[src/rtl/mips_decoder_pkg.sv]
// -----------------------------------------------------------------------------
// mips_decoder_pkg
// Purpose : Shared definitions for the MIPS32 main control decoder:
//           opcode constants, ALUOp encodings, the control-word struct, and a
//           helper that checks a control word for mutually exclusive enables.
// Config  : MIPS_DECODER_JUMP_EN adds a jump field to the control word.
// -----------------------------------------------------------------------------
package mips_decoder_pkg;

  // Primary opcodes, instr[31:26]
  localparam logic [5:0] OP_RTYPE = 6'b000000;
  localparam logic [5:0] OP_LW    = 6'b100011;
  localparam logic [5:0] OP_SW    = 6'b101011;
  localparam logic [5:0] OP_BEQ   = 6'b000100;
  localparam logic [5:0] OP_ADDI  = 6'b001000;
  localparam logic [5:0] OP_J     = 6'b000010;

  // ALUOp encodings handed to the ALU control stage
  localparam logic [1:0] ALUOP_ADD   = 2'b00;
  localparam logic [1:0] ALUOP_SUB   = 2'b01;
  localparam logic [1:0] ALUOP_FUNCT = 2'b10;

  // Full control word produced by the lookup and held in the output register
  typedef struct packed {
    logic       reg_dst;
    logic       alu_src;
    logic       mem_to_reg;
    logic       reg_write;
    logic       mem_read;
    logic       mem_write;
    logic       branch;
    logic [1:0] alu_op;
`ifdef MIPS_DECODER_JUMP_EN
    logic       jump;
`endif
    logic       illegal;
  } ctrl_word_t;

  localparam ctrl_word_t CTRL_ZERO = '0;

  // A control word must never read and write memory together, nor write the
  // register file while storing to memory.
  function automatic logic ctrl_is_safe(input ctrl_word_t c);
    return !(c.mem_read && c.mem_write) && !(c.reg_write && c.mem_write);
  endfunction

endpackage

[src/rtl/mips_ctrl_rom.sv]
// -----------------------------------------------------------------------------
// mips_ctrl_rom
// Purpose : Purely combinational opcode -> control-word lookup.
// Ports   : opcode [5:0] in  - instr[31:26]
//           ctrl         out - decoded control word (illegal set for
//                              unsupported opcodes, all other fields 0)
// Config  : MIPS_DECODER_JUMP_EN makes opcode 000010 (j) legal with jump=1;
//           without it, 000010 is illegal.
// -----------------------------------------------------------------------------
module mips_ctrl_rom
  import mips_decoder_pkg::*;
(
  input  logic [5:0]  opcode,
  output ctrl_word_t  ctrl
);

  ctrl_word_t raw;

  always_comb begin
    // Start from an all-zero word so that every "don't care" control is a
    // hard 0 rather than X.
    raw = CTRL_ZERO;
    case (opcode)
      OP_RTYPE: begin
        raw.reg_dst   = 1'b1;
        raw.reg_write = 1'b1;
        raw.alu_op    = ALUOP_FUNCT;
      end
      OP_LW: begin
        raw.alu_src    = 1'b1;
        raw.mem_to_reg = 1'b1;
        raw.reg_write  = 1'b1;
        raw.mem_read   = 1'b1;
        raw.alu_op     = ALUOP_ADD;
      end
      OP_SW: begin
        raw.alu_src   = 1'b1;
        raw.mem_write = 1'b1;
        raw.alu_op    = ALUOP_ADD;
      end
      OP_BEQ: begin
        raw.branch = 1'b1;
        raw.alu_op = ALUOP_SUB;
      end
      OP_ADDI: begin
        raw.alu_src   = 1'b1;
        raw.reg_write = 1'b1;
        raw.alu_op    = ALUOP_ADD;
      end
      OP_J: begin
`ifdef MIPS_DECODER_JUMP_EN
        raw.jump = 1'b1;
`else
        raw.illegal = 1'b1;
`endif
      end
      default: begin
        raw.illegal = 1'b1;
      end
    endcase
  end

  // Last line of defence: a word with conflicting enables is replaced by the
  // safe illegal word instead of reaching the datapath.
  always_comb begin
    if (ctrl_is_safe(raw)) begin
      ctrl = raw;
    end else begin
      ctrl         = CTRL_ZERO;
      ctrl.illegal = 1'b1;
    end
  end

endmodule

[src/rtl/mips_instr_decoder.sv]
// -----------------------------------------------------------------------------
// mips_instr_decoder
// Purpose : MIPS32 main control decoder. Decodes instr[31:26] into datapath
//           controls, registered with one cycle of latency. Bubbles
//           (in_valid=0) yield an all-zero output word with out_valid=0.
// Ports   : clk, rst (async, active-high)
//           in_valid, instr[INSTR_W-1:0]            - instruction input
//           out_valid                                - controls valid
//           RegDst, ALUSrc, MemtoReg, RegWrite,
//           MemRead, MemWrite, Branch, ALUOp[1:0]    - datapath controls
//           illegal                                  - unsupported opcode
//           Jump (only with MIPS_DECODER_JUMP_EN)    - unconditional jump
// Config  : MIPS_DECODER_JUMP_EN adds the Jump port and decodes opcode j.
// -----------------------------------------------------------------------------
module mips_instr_decoder
  import mips_decoder_pkg::*;
#(
  parameter int INSTR_W = 32,
  parameter int ALUOP_W = 2
) (
  input  logic               clk,
  input  logic               rst,
  input  logic               in_valid,
  input  logic [INSTR_W-1:0] instr,
  output logic               out_valid,
  output logic               RegDst,
  output logic               ALUSrc,
  output logic               MemtoReg,
  output logic               RegWrite,
  output logic               MemRead,
  output logic               MemWrite,
  output logic               Branch,
  output logic [ALUOP_W-1:0] ALUOp,
`ifdef MIPS_DECODER_JUMP_EN
  output logic               Jump,
`endif
  output logic               illegal
);

  // Only the 32-bit instruction / 2-bit ALUOp configuration is meaningful.
  generate
    if (INSTR_W != 32) begin : g_bad_instr_w
      $error("mips_instr_decoder: INSTR_W must be 32");
    end
    if (ALUOP_W != 2) begin : g_bad_aluop_w
      $error("mips_instr_decoder: ALUOP_W must be 2");
    end
  endgenerate

  // Everything below the opcode (registers, immediate, funct) is ignored here;
  // ALU control decodes funct separately.
  logic unused_instr_bits;
  assign unused_instr_bits = ^instr[25:0];

  ctrl_word_t rom_ctrl;

  mips_ctrl_rom u_ctrl_rom (
    .opcode (instr[31:26]),
    .ctrl   (rom_ctrl)
  );

  logic       valid_d, valid_q;
  ctrl_word_t ctrl_d,  ctrl_q;

  always_comb begin
    valid_d = in_valid;
    // A bubble carries no side effects: every control, including illegal,
    // is cleared.
    ctrl_d  = in_valid ? rom_ctrl : CTRL_ZERO;
  end

  always_ff @(posedge clk or posedge rst) begin
    if (rst) begin
      valid_q <= 1'b0;
      ctrl_q  <= CTRL_ZERO;
    end else begin
      valid_q <= valid_d;
      ctrl_q  <= ctrl_d;
    end
  end

  assign out_valid = valid_q;
  assign RegDst    = ctrl_q.reg_dst;
  assign ALUSrc    = ctrl_q.alu_src;
  assign MemtoReg  = ctrl_q.mem_to_reg;
  assign RegWrite  = ctrl_q.reg_write;
  assign MemRead   = ctrl_q.mem_read;
  assign MemWrite  = ctrl_q.mem_write;
  assign Branch    = ctrl_q.branch;
  assign ALUOp     = ctrl_q.alu_op;
  assign illegal   = ctrl_q.illegal;
`ifdef MIPS_DECODER_JUMP_EN
  assign Jump      = ctrl_q.jump;
`endif

endmodule

[config.mk]
export PLATFORM = sky130hd
export DESIGN_NAME = mips_instr_decoder
export DESIGN_NICKNAME = d
export VERILOG_FILES = /design/src/rtl/mips_decoder_pkg.sv /design/src/rtl/mips_ctrl_rom.sv /design/src/rtl/mips_instr_decoder.sv
export SDC_FILE = /design/constraint.sdc
export NUM_CORES = 1
export LEC_CHECK = 0
export CORE_UTILIZATION = 32
export CTS_BUF_LIST = sky130_fd_sc_hd__clkbuf_2 sky130_fd_sc_hd__clkbuf_4 sky130_fd_sc_hd__clkbuf_8
export DETAILED_ROUTE_END_ITERATION = 12
export GPL_TIMING_DRIVEN = 1
export HOLD_SLACK_MARGIN = 0.05
export PLACE_DENSITY = 0.84
export SYNTH_ARGS = -nofsm -noshare
export SYNTH_HDL_FRONTEND = slang
export SYNTH_HIERARCHICAL = 1
export SYNTH_SLANG_ARGS = --single-unit
[constraint.sdc]
create_clock -name clk -period 1.2 [get_ports clk]
set_clock_uncertainty 0.2 [all_clocks]
set_input_delay 0.3 -clock clk [delete_from_list [all_inputs] [get_ports clk]]
set_output_delay 0.3 -clock clk [all_outputs]
set_load 0.005 [all_outputs]
After elaboration in Yosys (flattened, before gate mapping)
Index checks and enable logic that the tools add are counted.
Widths: inputs -> output; s select.

operators by class
  equal/unequal tests = 4
  muxes and demuxes = 10
  reductions and logical operators = 9

operators by type and width
  operator            count
  $mux 10             2
  $eq 6x6->1 const B  2
  $mux 1              7
  $eq 6x3->1 const B  1
  $eq 6x4->1 const B  1
  $logic_not 6->1     1
  $reduce_or 3->1     2
  $reduce_or 5->1     1
  $pmux 2 s2          1
  $logic_and 1x1->1   3
  $logic_not 1->1     2

word-level totals
  flip-flop bits (word level) = 11
  input port bits = 35

Logic depth before layout (Yosys ltp)
  word-level depth = 8
  gate-level depth with buffers = 4
  mapped depth without buffers = 3

By module
The synthesis kept the hierarchy.

by module, submodules not included
  module              instances  cells each  area an instance (µm²)  seq. area each (µm²)
  mips_instr_decoder  1          22          341.6                   275.3
  mips_ctrl_rom       1          18          140.1                   0.0

Worst setup path before layout
Ideal clock, no wire load.

  path kind = input to register
  from = input instr[31]
  to = register ctrl_q, in the netlist RegDst
  setup time = 0.066 ns
  arrival time = 1.172 ns
  data required time = 0.934 ns
  slack = -0.238 ns
  cell stages on the path = 4
  path buffers = 1
  path through = or3_1 nor4_1 buf_4 and2_1

RTL lines
  what                  line                      source
  start, declared       mips_instr_decoder.sv:24  input logic [INSTR_W-1:0] instr,
  end signal, assigned  mips_instr_decoder.sv:78  ctrl_q <= ctrl_d;
  end, declared         mips_instr_decoder.sv:63  ctrl_word_t ctrl_d, ctrl_q;

Final worst setup path
  from = register valid_q (netlist: out_valid)
  to = output out_valid

RTL lines
  what                    line                      source
  start, declared         mips_instr_decoder.sv:62  logic valid_d, valid_q;
  start signal, assigned  mips_instr_decoder.sv:77  valid_q <= valid_d;
  end, declared           mips_instr_decoder.sv:25  output logic out_valid,

No word-level cell between the ends.

==> flow_summary.ini <==
[worst_setup_path]
cpMaxStageDelayCell = sky130_fd_sc_hd__dfrtp_1
critPathMaxFanout = 1
cp_cell_sequence = buf_2
timing.critical_path.buf_inv = 1
worst_ep_arrival_time_ns = 0.74
setup.worst_path.start_class = flip-flop
max_stage_delay_ns = 0.36
worst_path_dominant_cell_family = flip-flops
endpoint_kind = output pin
worst-setup-path-type = flip-flop to output pin
critical_path_data_required_time_ns = 0.70

[cts]
cts.clk_slew.worst_paths_ns = 0.07
cts_root_buffer = sky130_fd_sc_hd__clkbuf_4
tritoncts_num_sinks = 11
cts-hold-fix-buffers = 0
tritoncts = built
clockBufferDepth = 2
cts_htree_levels = 1
tritoncts.num_buffers = 3

[sta]
fin_tns_setup_ns = -0.321
slew-limit-headroom = 0.734
max_slew.worst_pin.slew_ns = 0.398
worst_slack_ns = -0.0393
maxSlewViolCount = 0
layout_worst_path_cycle_share = 1.03
timing.final.hold_violations = 0
finalSetupViolations = 12
setup_repair_after_global_routing_missed_its_margin = yes
min_period_ns = 1.24
max_clock_freq_ghz = 0.807

[final_layout]
final_net_count = 106
area.growth.synth_to_final_pct = 64.7
final_layout_size_suffix_gt1_frac = 0.586
finish.cell_count_without_fillers = 85
antenna_cells = 0

[grt]
grt_use_total = 0.143
global_route_wire_length_before_repair_um = 1570
grt_start_max_net_pins = 12
overflow = 0
vias_in_the_first_global_route = 374
antenna_violations_before_repair = 0

[detailed_routing]
num_vias = 401
drt_drc_violations_left = 0
viasPerCell = 4.72
wl_per_cell_um = 11.4
drt-total-wl_um = 973
detail-route-antenna-nets = 0
drt_iter0_drc = 7
drt_pass1_iterations = 3

[pwr]
peakVddDrop_mv = 0.429
power.density_nw_per_um2 = 954
power.total_uw = 757
leakagePower_nw = 0.396

[yosys]
syn_nets = 75
netlist_area_um2 = 482
gate_count_of_the_mapped_netlist = 40
dominantRegCellSynth = sky130_fd_sc_hd__dfrtp_1
yosys.area.top_type_share = 0.571
synth_most_common_cell = sky130_fd_sc_hd__dfrtp_1
synth_enable_flop_cells = 0
number_of_distinct_standard_cells_referenced_by_the_synthesized_netlist = 16
synth-warning-count = 6
largest_cells_by_area_after_synthesis = sky130_fd_sc_hd__dfrtp_1 (57%), sky130_fd_sc_hd__and2_1 (13%), sky130_fd_sc_hd__nor4b_1 (5.5%)
synthDominantAreaCellType = sky130_fd_sc_hd__dfrtp_1
synth_sequential_area_ratio = 0.571
avg_synthesized_cell_area_um2 = 12.0
asyncSetResetFlopFracSynth = 1.00
netlist_top_cells_count = sky130_fd_sc_hd__dfrtp_1 (11), sky130_fd_sc_hd__and2_1 (10), sky130_fd_sc_hd__nor4b_1 (3)
ys_ff_latch = 11

[floorplanning]
fp.dieArea_um2 = 1660
floorplan.io_pins = 46
die_y_um = 40.8
chipWidth_um = 40.8
placeableCoreArea_um2 = 1350
initial_standard_cell_utilization_of_the_core = 0.357
floorplan.rows = 13

[placement]
final_hpwl_from_detailed_placement_um = 706
port-buffer-count = 19
placed_cells = 77
gp_congestion = 0.750

[run]
max_cap_viol_count = 0

[status]
run_status = complete, but fails checks
violations = setup timing

[min_path]
min-delay-path-class = input pin to asynchronous set/reset pin
==> cell usage in the layout, fill, tap and decap left out, drive strengths merged <==
cell type / count
dfrtp: 11
or3: 1
buf: 27
nor4b: 3
inv: 1
o21bai: 1
a2111oi: 1
and4b: 1
a211oi: 2
nor4: 2
nand4b: 1
dlymetal6s2s: 1
nand3: 1
clkbuf: 4
and2: 10
or4b: 1
dlygate4sd2: 1
clkdlybuf4s50: 1
==> per-stage QoR <==
step	hold WS [ns]	util	worst slack (ns)	area (um2)
2_1_floorplan	-0.0476	-	-0.184	544
3_3_place_gp	0.400	0.572	-0.644	772
3_5_place_dp	0.418	0.572	-0.649	772
4_1_cts	0.141	0.567	-0.0601	766
5_1_grt	0.160	0.588	-0.0897	793
6_report	0.121	0.588	-0.0393	793
==> cell type report <==
cell class                 count  area (um2)
fill                         121         557
sequential                    11         275
multi-input combinational     24         241
timing repair buffer          30         224
clock buffer                   4        30.0
tap                           15        18.8
inverter                       1        3.75
==> sequential cells by signal, indices dropped and copies added, names as in the netlist <==
register   cells
ALUOp          2
ALUSrc         1
Branch         1
MemRead        1
MemWrite       1
MemtoReg       1
RegDst         1
RegWrite       1
illegal        1
out_valid      1
==> logic make-up (layout without fill, tap and decap cells) <==
| family | Yosys count | after routing | share of synthesized area |
|---|---|---|---|
| DFF | 11 | 11 | 0.571 |
| and+or+nand+nor | 20 | 20 | 0.294 |
| AOI/OAI and AO/OA | 4 | 4 | 0.0753 |
| buffers and inverters | 5 | 35 | 0.0597 |
==> power by group <==
part           switching, mW  internal (mW)
Clock                  0.107          0.151
Combinational         0.0552         0.0655
Sequential           0.00125          0.377
Total                  0.164          0.593
==> timing repair <==
action / 4_1_cts / 5_1_grt
pin swaps: 5 / 3
cloned: 0 / 0
resized for setup: 68 / 4
endpoints found under the setup margin: 21 / 14
setup buffers: 2 / 2
==> final timing paths <==
check	cells past startpoint	slack (ns)	startpoint	endpoint
min in group clk	1	0.14	in_valid	out_valid
max in group asynchronous	2	0.40	rst	Branch
min	2	0.12	rst	MemRead
max	1	-0.04	out_valid	out_valid
==> per-layer routing <==
metal | GRT usage | routed length, um | vias up | part of all wire
met5 | 0 | 0 | - | 0
met4 | 0.0500 | 0 | 0 | 0
met3 | 0.0163 | 63 | 0 | 0.065
met2 | 0.258 | 487 | 16 | 0.50
met1 | 0.171 | 422 | 183 | 0.43
li1 | - | - | 202 | -
Power figures use the tool's default switching activity.
==> patch 1 (config.mk and constraints unchanged) <==
Add a define of `MIPS_DECODER_JUMP_EN`.
--- a/src/rtl/mips_decoder_pkg.sv
+++ b/src/rtl/mips_decoder_pkg.sv
@@ -6,4 +6,6 @@
 // Config  : MIPS_DECODER_JUMP_EN adds a jump field to the control word.
 // -----------------------------------------------------------------------------
+`define MIPS_DECODER_JUMP_EN
+
 package mips_decoder_pkg;
 
Check against the original RTL (old outputs only; new: Jump): not equivalent (a bounded check fails within 4 cycles, from zero or initial values and one cycle with rst high).
==> patch 1 against the unedited design <==
The run ends with DRC, setup timing left. Synthesized area up 16%. Sequential cell count up 1. Sequential power up 9.0%. Hold slack better by 0.0081 ns. Clock power up 16%. Fmax down 1.0%. Worst setup slack worse by 0.013 ns. Wire length up 7.0%. Power up 9.7%. Design area up 4.3%.
==> patch 1: results <==
group,metric,value,unit
power,ir_worst_vdd,0.273,mV
detailed_routing,wirelength,1040,µm
cts,cts.sinks,12,
status,status,"finished with violations",
status,violations,"DRC, setup timing",
place,preCtsSetupSlack,-0.653,ns
detailed_routing,routed-wl-met2,531,µm
global_route,grt_pass1_wl,1690,µm
detailed_routing,wl_per_cell,11.4,µm
detailed_routing,dr.max_layer_used,"met4",
synthesis,synthTopCellsByCount,"dfrtp_1 (12), and2_1 (11)",
setup_path,crit_path_start,"Jump",
global_route,grtUsageMet1,12.5,%
layout,nets,111,
place,post-dp-hpwl,808,µm
global_route,grt_use_met2,21.5,%
power,p_leak,0.406,nW
global_route,track_usage,12.5,%
die,core,0.00158,mm²
place,dp_cells,87,
layout,clock_area_share,4.39,%
detailed_routing,drc_errors,4,
synthesis,syn_avg_cell_area,12.4,µm²
synthesis,ys_types,18,
layout,multi_input_comb_area,260,µm²
layout,seq_area,300,µm²
layout,multi_input_area_share,31.5,%
timing,finalSetupTns,-0.442,ns
layout,fillers,138,
timing,setup_viol,12,
synthesis,ys_seq_area_share,53.7,%
timing,setup_slack,-0.0518,ns
global_route,grt_pass1_vias,416,
detailed_routing,m1WireLength,391,µm
detailed_routing,drt_iter0_drc,8,
detailed_routing,first_pass_iters,8,
detailed_routing,num_vias,436,
layout,multi_input_gates,28,
synthesis,synth_nets,80,
place,gp_congestion,0.756,
patch 1: logic make-up (layout without fill, tap and decap cells):
logic type | Yosys count | after routing | share of synthesized area (%)
compound gates | 3 | 3 | 3.36
fa+ha+maj | 1 | 1 | 1.79
buf+inv | 5 | 35 | 7.38
flops | 12 | 12 | 53.7
simple gates | 24 | 24 | 33.8
patch 1: power groups by stage:
stage	sequential, W	clock [W]	combinational [W]
floorplan	0.000421	0	0.0000446
global placement	0.000420	0	0.000119
detailed placement	0.000420	0	0.000121
CTS	0.000412	0.000312	0.000120
global route	0.000412	0.000340	0.000130
finish	0.000412	0.000299	0.000119
patch 1: final timing paths:
path | to | slack (ns) | depth (start not counted)
setup / recovery | Jump | -0.05 | 1
hold / removal | ALUOp[1] | 0.13 | 3
max in group asynchronous | out_valid | 0.53 | 3
min in group clk | ALUSrc | 0.23 | 4
patch 1: what timing repair did:
action	4_1_cts	5_1_grt
setup endpoints to repair	23	15
gates resized for setup	79	1
setup buffers	0	0
pin swaps	7	3
==> patch 2 (config.mk and constraints unchanged) <==
Without the edit above. Remove the register `valid_q`: a continuous assignment takes its place, so the output `out_valid` follows one clock earlier.
--- a/src/rtl/mips_instr_decoder.sv
+++ b/src/rtl/mips_instr_decoder.sv
@@ -72,11 +72,11 @@
   always_ff @(posedge clk or posedge rst) begin
     if (rst) begin
-      valid_q <= 1'b0;
       ctrl_q  <= CTRL_ZERO;
     end else begin
-      valid_q <= valid_d;
       ctrl_q  <= ctrl_d;
     end
   end
+
+  assign valid_q = valid_d;
 
   assign out_valid = valid_q;
Behaviour: not the same (a bounded check fails within 4 cycles, from zero or initial values and one cycle with rst high).
==> patch 2 against the unedited design <==
The flow still finishes with violations (setup timing). Wire length up 1.0%. Synthesized area fell by 3.6%. Non-clock buffer count unchanged. Count of clock-buffer cells in the layout fell by 1. Design area shrank 0.32%. Sequential cell count decreased by 1. Worst setup slack got worse by 0.030 ns. Core utilization up 1.3 points. Power shrank 11%.
==> patch 2: results <==
group,metric,value,unit
synthesis,synth_warnings,6,
detailed_routing,wirelength,983,µm
synthesis,synthTopCellsByCount,"and2_1 (10), dfrtp_1 (10), buf_4 (3), nor4b_1 (3)",
timing,finalSetupTns,-0.292,ns
detailed_routing,num_vias,398,
global_route,track_usage,14.3,%
global_route,grt_pass1_wl,1470,µm
cts,cts.htree.levels,1,
power,p_leak,0.389,nW
status,violations,"setup timing",
setup_path,cp_slowest_cell,"or3_4",
power,ir_worst_vdd,0.380,mV
synthesis,syn_avg_cell_area,11.6,µm²
synthesis,synthTopCellsByArea,"dfrtp_1 (54%), and2_1 (13%), nor4b_1 (5.7%), buf_4 (4.9%), a211oi_2 (2.7%)",
synthesis,synth_compound_area_share,7.82,%
global_route,grt_max_degree,11,
setup_path,cp-endpoint,"Branch",
cts,cts_setup_buffers,1,
min_path,hold_path.class,"in2async",
layout,drive_gt1_share,58.8,%
layout,fillers,111,
place,gp_congestion,0.705,
power,p_per_area,853,mW/mm²
setup_path,worst-endpoint-arrival,1.26,ns
setup_path,crit_fanout,4,
setup_path,slowest_delay,0.44,ns
timing,maxSlewHeadroom,77.3,%
place,post-dp-hpwl,682,µm
power,seqPwrFrac,50.8,%
place,dp_cells,78,
layout,largest_reg_flops,2,
setup_path,crit_path_start,"instr[31]",
detailed_routing,routed_via_density,4.80,
timing,setup_slack,-0.0688,ns
global_route,grt_antenna_before_repair,0,
setup_path,critPathTopFamily,"simple AND/OR/NAND/NOR gates",
place,placed_cell_area,762,µm²
place,io_buffers,19,
cts,cts_made_buffers,3,
power,p_sw,0.000149,W
place,preCtsSetupSlack,-0.742,ns
status,status,"finished with violations",
detailed_routing,drc_errors,0,
layout,nets,105,
power,pwr-share-clk,29.8,%
synthesis,ys_seq_area_share,53.9,%
synthesis,synthAdderAreaFrac,0,%
cts,clk_pin_slew_worst_paths,0.05,ns
timing,setup_viol,13,
detailed_routing,first_pass_iters,2,
timing,holdWs,0.115,ns
detailed_routing,drt_iter0_drc,1,
cts,cts-resized-gates,69,
global_route,grt_pass1_vias,353,
-- patch 2: changes by cell type after synthesis, sizes merged --
cell	before	now
buf	2	3
dfrtp	11	10
-- patch 2: metal layers --
layer | vias to the layer above | share of wire (%) | GRT usage (%) | wire length [µm]
li1 | 201 | - | - | -
met1 | 180 | 40 | 16.6 | 389
met2 | 17 | 54 | 23.8 | 529
met3 | 0 | 6.4 | 1.67 | 63
met4 | 0 | 0 | 10.3 | 0
met5 | - | 0 | 0 | 0
-- patch 2: logic make-up (layout without fill, tap and decap cells) --
family | after synthesis | after routing
and+or+nand+nor | 20 | 20
buffers and inverters | 6 | 34
DFF | 10 | 10
AOI/OAI and AO/OA | 4 | 4
-- patch 2: layout make-up --
type / count / area (µm²) / area share, %
clock buffer: 3 / 22.5 / 2.85
timing repair buffer: 30 / 228 / 28.8
inverter: 1 / 3.75 / 0.475
tap: 15 / 18.8 / 2.37
multi-input combinational: 24 / 268 / 33.9
sequential: 10 / 250 / 31.6
